===== src/rtl/face_classifier_mac_pkg.sv =====
// Shared constants, parameter legality helpers and saturation
// arithmetic for the face-classifier signed MAC pipeline.
package face_classifier_mac_pkg;

  localparam int SAT_MODE_WRAP = 0;
  localparam int SAT_MODE_SAT  = 1;
  localparam int MAX_WIDTH     = 63;

  function automatic bit acc_width_ok(
    input int acc_w,
    input int din0_w,
    input int din1_w
  );
    return (acc_w >= din0_w + din1_w) && (acc_w <= MAX_WIDTH);
  endfunction

  function automatic bit frac_shift_ok(
    input int frac,
    input int acc_w
  );
    return (frac >= 0) && (frac < acc_w);
  endfunction

  function automatic bit num_stage_ok(input int n);
    return n >= 1;
  endfunction

  function automatic bit dout_width_ok(
    input int dout_w,
    input int acc_w
  );
    return (dout_w >= 1) && (dout_w <= acc_w + 1);
  endfunction

  function automatic logic signed [63:0] saturate(
    input logic signed [63:0] value,
    input int                 width
  );
    logic signed [63:0] hi;
    logic signed [63:0] lo;
    hi = (64'sd1 <<< (width - 1)) - 64'sd1;
    lo = -(64'sd1 <<< (width - 1));
    if (value > hi) return hi;
    if (value < lo) return lo;
    return value;
  endfunction

endpackage


===== src/rtl/face_classifier_mac_mul_pipe.sv =====
// Signed multiplier with operand register plus NUM_STAGE product
// registers, carrying valid/first/last alongside; freezes when en=0.
module face_classifier_mac_mul_pipe #(
  parameter int A_W       = 12,
  parameter int B_W       = 12,
  parameter int NUM_STAGE = 3
) (
  input  logic               clk,
  input  logic               rst_n,
  input  logic               en,
  input  logic               in_valid,
  input  logic               in_first,
  input  logic               in_last,
  input  logic [A_W-1:0]     a,
  input  logic [B_W-1:0]     b,
  output logic               p_valid,
  output logic               p_first,
  output logic               p_last,
  output logic [A_W+B_W-1:0] prod
);
  import face_classifier_mac_pkg::*;

  localparam int P_W = A_W + B_W;

  logic signed [A_W-1:0] a_q;
  logic signed [B_W-1:0] b_q;
  logic                  v_q;
  logic                  f_q;
  logic                  l_q;

  logic signed [P_W-1:0] p_q [NUM_STAGE];
  logic [NUM_STAGE-1:0]  pv_q;
  logic [NUM_STAGE-1:0]  pf_q;
  logic [NUM_STAGE-1:0]  pl_q;

  always_ff @(posedge clk or negedge rst_n) begin
    if (!rst_n) begin
      a_q  <= '0;
      b_q  <= '0;
      v_q  <= 1'b0;
      f_q  <= 1'b0;
      l_q  <= 1'b0;
      pv_q <= '0;
      pf_q <= '0;
      pl_q <= '0;
      for (int i = 0; i < NUM_STAGE; i++) begin
        p_q[i] <= '0;
      end
    end else if (en) begin
      a_q     <= $signed(a);
      b_q     <= $signed(b);
      v_q     <= in_valid;
      f_q     <= in_first;
      l_q     <= in_last;
      p_q[0]  <= P_W'(a_q) * P_W'(b_q);
      pv_q[0] <= v_q;
      pf_q[0] <= f_q;
      pl_q[0] <= l_q;
      for (int i = 1; i < NUM_STAGE; i++) begin
        p_q[i]  <= p_q[i-1];
        pv_q[i] <= pv_q[i-1];
        pf_q[i] <= pf_q[i-1];
        pl_q[i] <= pl_q[i-1];
      end
    end
  end

  assign prod    = p_q[NUM_STAGE-1];
  assign p_valid = pv_q[NUM_STAGE-1];
  assign p_first = pf_q[NUM_STAGE-1];
  assign p_last  = pl_q[NUM_STAGE-1];

endmodule


===== src/rtl/face_classifier_mac_pipe.sv =====
// Streaming signed MAC: pipelined product, wrapping accumulator,
// rounded rescale, optional saturation, valid/ready output register.
module face_classifier_mac_pipe
  import face_classifier_mac_pkg::*;
#(
  parameter int DIN0_WIDTH = 12,
  parameter int DIN1_WIDTH = 12,
  parameter int ACC_WIDTH  = 32,
  parameter int DOUT_WIDTH = 12,
  parameter int FRAC_SHIFT = 0,
  parameter int NUM_STAGE  = 3,
  parameter int SAT_MODE   = 1
) (
  input  logic                  ap_clk,
  input  logic                  ap_rst_n,
  input  logic                  in_valid,
  output logic                  in_ready,
  input  logic [DIN0_WIDTH-1:0] din0,
  input  logic [DIN1_WIDTH-1:0] din1,
  input  logic                  in_first,
  input  logic                  in_last,
  output logic                  out_valid,
  input  logic                  out_ready,
  output logic [DOUT_WIDTH-1:0] dout,
  output logic                  dout_sat
);

  localparam int P_W = DIN0_WIDTH + DIN1_WIDTH;
  localparam int S_W = ACC_WIDTH + 1;
  localparam int RS  = (FRAC_SHIFT > 0) ? FRAC_SHIFT - 1 : 0;
  localparam logic signed [S_W-1:0] ROUND =
    (FRAC_SHIFT > 0) ? (S_W'(1) <<< RS) : '0;

  if (!acc_width_ok(ACC_WIDTH, DIN0_WIDTH, DIN1_WIDTH))
  begin : g_bad_acc
    $error("ACC_WIDTH too small or too large");
  end
  if (!frac_shift_ok(FRAC_SHIFT, ACC_WIDTH)) begin : g_bad_frac
    $error("FRAC_SHIFT out of range");
  end
  if (!num_stage_ok(NUM_STAGE)) begin : g_bad_stage
    $error("NUM_STAGE must be at least 1");
  end
  if (!dout_width_ok(DOUT_WIDTH, ACC_WIDTH)) begin : g_bad_dout
    $error("DOUT_WIDTH out of range");
  end

  logic           en;
  logic           p_valid;
  logic           p_first;
  logic           p_last;
  logic [P_W-1:0] prod;

  logic signed [ACC_WIDTH-1:0] acc;
  logic signed [ACC_WIDTH-1:0] acc_next;
  logic signed [ACC_WIDTH-1:0] prod_ext;
  logic signed [S_W-1:0]       rounded;
  logic signed [S_W-1:0]       scaled;
  logic signed [63:0]          wide;
  logic signed [63:0]          clamped;
  logic [DOUT_WIDTH-1:0]       dout_next;
  logic                        sat_next;

  // A stalled output register freezes the whole pipe.
  assign en       = !out_valid || out_ready;
  assign in_ready = ap_rst_n && en;

  face_classifier_mac_mul_pipe #(
    .A_W       (DIN0_WIDTH),
    .B_W       (DIN1_WIDTH),
    .NUM_STAGE (NUM_STAGE)
  ) u_mul (
    .clk      (ap_clk),
    .rst_n    (ap_rst_n),
    .en       (en),
    .in_valid (in_valid),
    .in_first (in_first),
    .in_last  (in_last),
    .a        (din0),
    .b        (din1),
    .p_valid  (p_valid),
    .p_first  (p_first),
    .p_last   (p_last),
    .prod     (prod)
  );

  assign prod_ext = ACC_WIDTH'($signed(prod));
  assign acc_next = p_first ? prod_ext : acc + prod_ext;
  assign rounded  = S_W'(acc_next) + ROUND;
  assign scaled   = rounded >>> FRAC_SHIFT;
  assign wide     = 64'(scaled);
  assign clamped  = saturate(wide, DOUT_WIDTH);

  always_comb begin
    dout_next = scaled[DOUT_WIDTH-1:0];
    sat_next  = 1'b0;
    if (SAT_MODE == SAT_MODE_SAT) begin
      dout_next = clamped[DOUT_WIDTH-1:0];
      sat_next  = clamped != wide;
    end
  end

  always_ff @(posedge ap_clk or negedge ap_rst_n) begin
    if (!ap_rst_n) begin
      acc       <= '0;
      out_valid <= 1'b0;
      dout      <= '0;
      dout_sat  <= 1'b0;
    end else if (en) begin
      if (p_valid) begin
        acc <= p_last ? '0 : acc_next;
      end
      out_valid <= p_valid && p_last;
      if (p_valid && p_last) begin
        dout     <= dout_next;
        dout_sat <= sat_next;
      end
    end
  end

endmodule


===== config.mk =====
export PLATFORM = sky130hd
export DESIGN_NAME = face_classifier_mac_pipe
export DESIGN_NICKNAME = d
export VERILOG_FILES = /design/src/rtl/face_classifier_mac_pkg.sv /design/src/rtl/face_classifier_mac_mul_pipe.sv /design/src/rtl/face_classifier_mac_pipe.sv
export SDC_FILE = /design/constraint.sdc
export NUM_CORES = 1
export LEC_CHECK = 0
export ABC_AREA = 1
export CAP_MARGIN = 5
export CORE_MARGIN = 2
export CORE_UTILIZATION = 41
export DETAILED_ROUTE_END_ITERATION = 16
export SYNTH_ARGS = -nofsm -noshare
export SYNTH_HDL_FRONTEND = slang
export SYNTH_SLANG_ARGS = --single-unit

===== constraint.sdc =====
create_clock -name ap_clk -period 7.1 [get_ports ap_clk]
set_input_delay 1.42 -clock ap_clk [delete_from_list [all_inputs] [get_ports ap_clk]]
set_output_delay 1.42 -clock ap_clk [all_outputs]
set_load 0.01 [all_outputs]

==> results.txt <==
----------------------------------------------------
[CTS]
  Quantity of hold-fixing buffers added after cts ... 0
  Clock input transition at the sequential cells of the worst setup and hold paths ... 70 ps
  CTS tree ... done
  Count of cells resized by post-cts repair ... 0
  Number of clock sinks ... 154
  Maximum level of the CTS H-tree ... 4
  CTS Buf Count ... 17
  Buffer levels on the longest clock path ... 2
  Post-CTS Setup Repair Bufs ... 0
  Clk Tree Root Cell ... sky130_fd_sc_hd__clkbuf_16
  Clk_lat worst skew ... 450 ps

[Worst setup path]
  Crit path arrival time ... 5790 ps
  Required time worst endpoint ... 7390 ps
  Critical path class ... reg -> reg
  Setup crit end kind ... register
  Maximum fanout count along the critical path ... 13
  Setup crit start kind ... register

[Synth]
  Yosys cell types ... 42
  Flops & latches, synth ... 154
  Dominant cell type by area after synthesis ... sky130_fd_sc_hd__dfrtp_1
  Most common cell in the netlist ... sky130_fd_sc_hd__nand2_1
  Portion of the post-synthesis area used by sequential elements ... 26.93%
  Syn Std Cell Area ... 0.01431 mm2
  Synthesized net count ... 2210
  Average size of a mapped cell ... 7.308 um2
  Cells after synthesis ... 1958
  Dominant register cell in the synthesized netlist ... sky130_fd_sc_hd__dfrtp_1
  Cell types with the highest counts after synthesis ... sky130_fd_sc_hd__nand2_1, sky130_fd_sc_hd__inv_1, sky130_fd_sc_hd__dfrtp_1
  Proportion of register bits with asynchronous set or reset after synthesis ... 100.0%
  Count of synthesis-stage warnings from yosys ... 0
  Top cells by area in the synthesized netlist ... sky130_fd_sc_hd__dfrtp_1, sky130_fd_sc_hd__fa_1, sky130_fd_sc_hd__nand2_1
  Top cell type's share of synthesized area ... 26.93%
  Number of enable-type register cells in the synthesized netlist ... 0

[Floorplan]
  Core area ... 0.03446 mm2
  Placement row count ... 68
  Boundary pin count ... 45
  Horiz. Die Dim ... 190.8 um
  Overall die area ... 0.03641 mm2
  Die Y ... 190.8 um
  Initial cell density of the core ... 41.53%

[Layout]
  Fillcell total ... 3544
  Share of final-layout standard cells stronger than drive strength 1 ... 3.887%
  Net count of the finished layout ... 2220
  Layout overhead on the synthesized area ... 9.740%
  Number of inserted diodes ... 0

[Drt]
  Sum of routed wire length over all layers ... 34860 um
  Drt first pass iters ... 5
  Wire length per cell after detailed routing ... 14.31 um
  Detailed router's first-iteration violation count ... 610
  DRC errors left ... 0
  Vias after detailed routing ... 11590
  Number of routed nets with antenna violations ... 0
  Post-DR vias/cell ... 4.758

[STA]
  Setup repair after global routing missed its margin ... false
  Setup TNS Final ... 0 ps
  Final critical-path required period ... 5494 ps
  Worst slew pin tran ... 891.6 ps
  Maximum clock frequency ... 182.0 MHz
  Number of failing setup endpoints in the final timing report ... 0
  Final worst-path cycle share ... 77.38%
  Max-Slew Margin vs Limit ... 40.34%
  Number of slew-limit violations in the final report ... 0
  Worst clock skew on the final layout ... 13.37 ps
  Final hold violation count ... 0

[Status]
  Result of the run ... completed

[Placed design]
  Detailed placer's ending HPWL ... 27230 um
  Placer Congestion ... 0.9316
  Count of buffers from port buffering ... 44

[Global routing]
  Antenna violations before repair ... 0
  Global Route Usage Sum ... 20.25%
  Wire length of the first global-routing pass ... 58150 um
  Largest net degree at the start of global routing ... 79
  Global route overflow ... 0
  Vias in the first global route ... 11610

[Min path]
  Class of the worst hold path ... reg -> reg

[Run]
  Count of maximum capacitance violations ... 0

----------------------------------------------------
path summary, 6_finish.rpt:
| kind | from | to | slack [ps] | cells past startpoint |
|---|---|---|---|---|
| max | u_mul.b_q[3]$_DFFE_PN0N_ | u_mul.p_q[71]$_DFFE_PN0N_ | 1610 | 19 |
| min | u_mul.p_q[36]$_DFFE_PN0N_ | u_mul.prod[12]$_DFFE_PN0N_ | 470 | 2 |
| max reg2reg | u_mul.b_q[3]$_DFFE_PN0N_ | u_mul.p_q[71]$_DFFE_PN0N_ | 1610 | 19 |
| min reg2reg | u_mul.p_q[36]$_DFFE_PN0N_ | u_mul.prod[12]$_DFFE_PN0N_ | 470 | 2 |
| max in group asynchronous | ap_rst_n | dout[8]$_DFFE_PN0P_ | 5070 | 2 |
| min in group asynchronous | ap_rst_n | u_mul.b_q[2]$_DFFE_PN0N_ | 830 | 1 |
flip-flops by register name, summed over array words and instances, names as in the netlist:
name        cells
u_mul.pf_q      3
dout           12
u_mul.l_q       1
u_mul.prod     24
u_mul.f_q       1
u_mul.pv_q      3
u_mul.v_q       1
u_mul.p_q      48
acc            32
dout_sat        1
u_mul.pl_q      3
u_mul.a_q      12
u_mul.b_q      12
out_valid       1
cell usage in the layout (no fill, tap or decap), types with 3 or more instances in the layout:
cell                              synthesis  layout
sky130_fd_sc_hd__a21oi_1                 46      46
sky130_fd_sc_hd__a22o_1                   6       6
sky130_fd_sc_hd__buf_4                    0      10
sky130_fd_sc_hd__clkbuf_16                0      17
sky130_fd_sc_hd__clkdlybuf4s50_1          0      43
sky130_fd_sc_hd__dfrtp_1                154     154
sky130_fd_sc_hd__fa_1                   139     139
sky130_fd_sc_hd__ha_1                    83      83
sky130_fd_sc_hd__inv_1                  389     389
sky130_fd_sc_hd__inv_6                    0       5
sky130_fd_sc_hd__inv_8                    0       5
sky130_fd_sc_hd__nand2_1                691     691
sky130_fd_sc_hd__nand2_2                  5       5
sky130_fd_sc_hd__nand3_1                 94      94
sky130_fd_sc_hd__nand4_1                 11      11
sky130_fd_sc_hd__nor2_1                  91      90
sky130_fd_sc_hd__nor2_2                   4       4
sky130_fd_sc_hd__nor3_1                   6       6
sky130_fd_sc_hd__o21ai_0                115     115
sky130_fd_sc_hd__o22ai_1                  3       3
sky130_fd_sc_hd__or2_2                   15      15
sky130_fd_sc_hd__xnor2_1                 13      13
sky130_fd_sc_hd__xor2_1                   5       5
through the flow:
stage	worst slack, ps	cell area [um2]	cells	hold slack, ps	util (%)
finish	1606	15700	2436	465.3	45.57
global route	1234	15700	2436	491.6	45.57
CTS	1588	15700	2436	468.4	45.57
detailed placement	1635	15110	2404	450.7	43.85
global placement	1776	15110	2404	450.5	43.85
floorplan	2067	14310	1958	442.2	-
metal layers:
| layer | GRT usage (%) | part of all wire, % | wire length, um | vias up |
|---|---|---|---|---|
| met5 | 0 | 0 | 0 | - |
| met4 | 6.887 | 2.6 | 917 | 0 |
| met3 | 3.184 | 3.7 | 1301 | 61 |
| met2 | 33.57 | 46 | 16210 | 232 |
| met1 | 26.94 | 47 | 16440 | 5391 |
| li1 | - | - | - | 5906 |
critical path, cell delays in order (launching register included):
cell and delay, ps:
sky130_fd_sc_hd__dfrtp_1 560, sky130_fd_sc_hd__nand2_1 210, sky130_fd_sc_hd__inv_1 100, sky130_fd_sc_hd__fa_1 710, sky130_fd_sc_hd__inv_1 110, sky130_fd_sc_hd__fa_1 540, sky130_fd_sc_hd__inv_1 50, sky130_fd_sc_hd__fa_1 470
sky130_fd_sc_hd__fa_1 520, sky130_fd_sc_hd__fa_1 500, sky130_fd_sc_hd__ha_1 370, sky130_fd_sc_hd__a21oi_1 210, sky130_fd_sc_hd__o21ai_0 120, sky130_fd_sc_hd__a211oi_1 220, sky130_fd_sc_hd__nand2_1 110, sky130_fd_sc_hd__nand2_1 90
sky130_fd_sc_hd__nand2_1 50, sky130_fd_sc_hd__a21oi_1 150, sky130_fd_sc_hd__xnor2_1 140, sky130_fd_sc_hd__o21ai_0 100
final cells by class:
| class | instances | area [um2] | area share, % |
|---|---|---|---|
| sequential | 154 | 3854 | 24.54 |
| tap | 455 | 569.3 | 3.625 |
| clock buffer | 17 | 425.4 | 2.709 |
| inverter | 391 | 1469 | 9.354 |
| multi-input combinational | 1350 | 8700 | 55.40 |
| timing repair buffer | 54 | 516.7 | 3.291 |
| clock inverter | 15 | 170.2 | 1.084 |
cells by family (layout without fill, tap and decap cells):
family	count (synthesis)	in the layout	synth area share, %
and+or+nand+nor	927	927	26.07
adders and majority gates	222	222	26.70
DFF	154	154	26.93
muxes	1	1	0.06995
AOI/OAI and AO/OA	182	182	6.794
buffers and inverters	454	477	12.33
xor gates and xnor gates	18	18	1.102
Power is left out: the tool's default activity adds up to more than one toggle a clock period on the data nets, which glitch-free logic cannot reach.
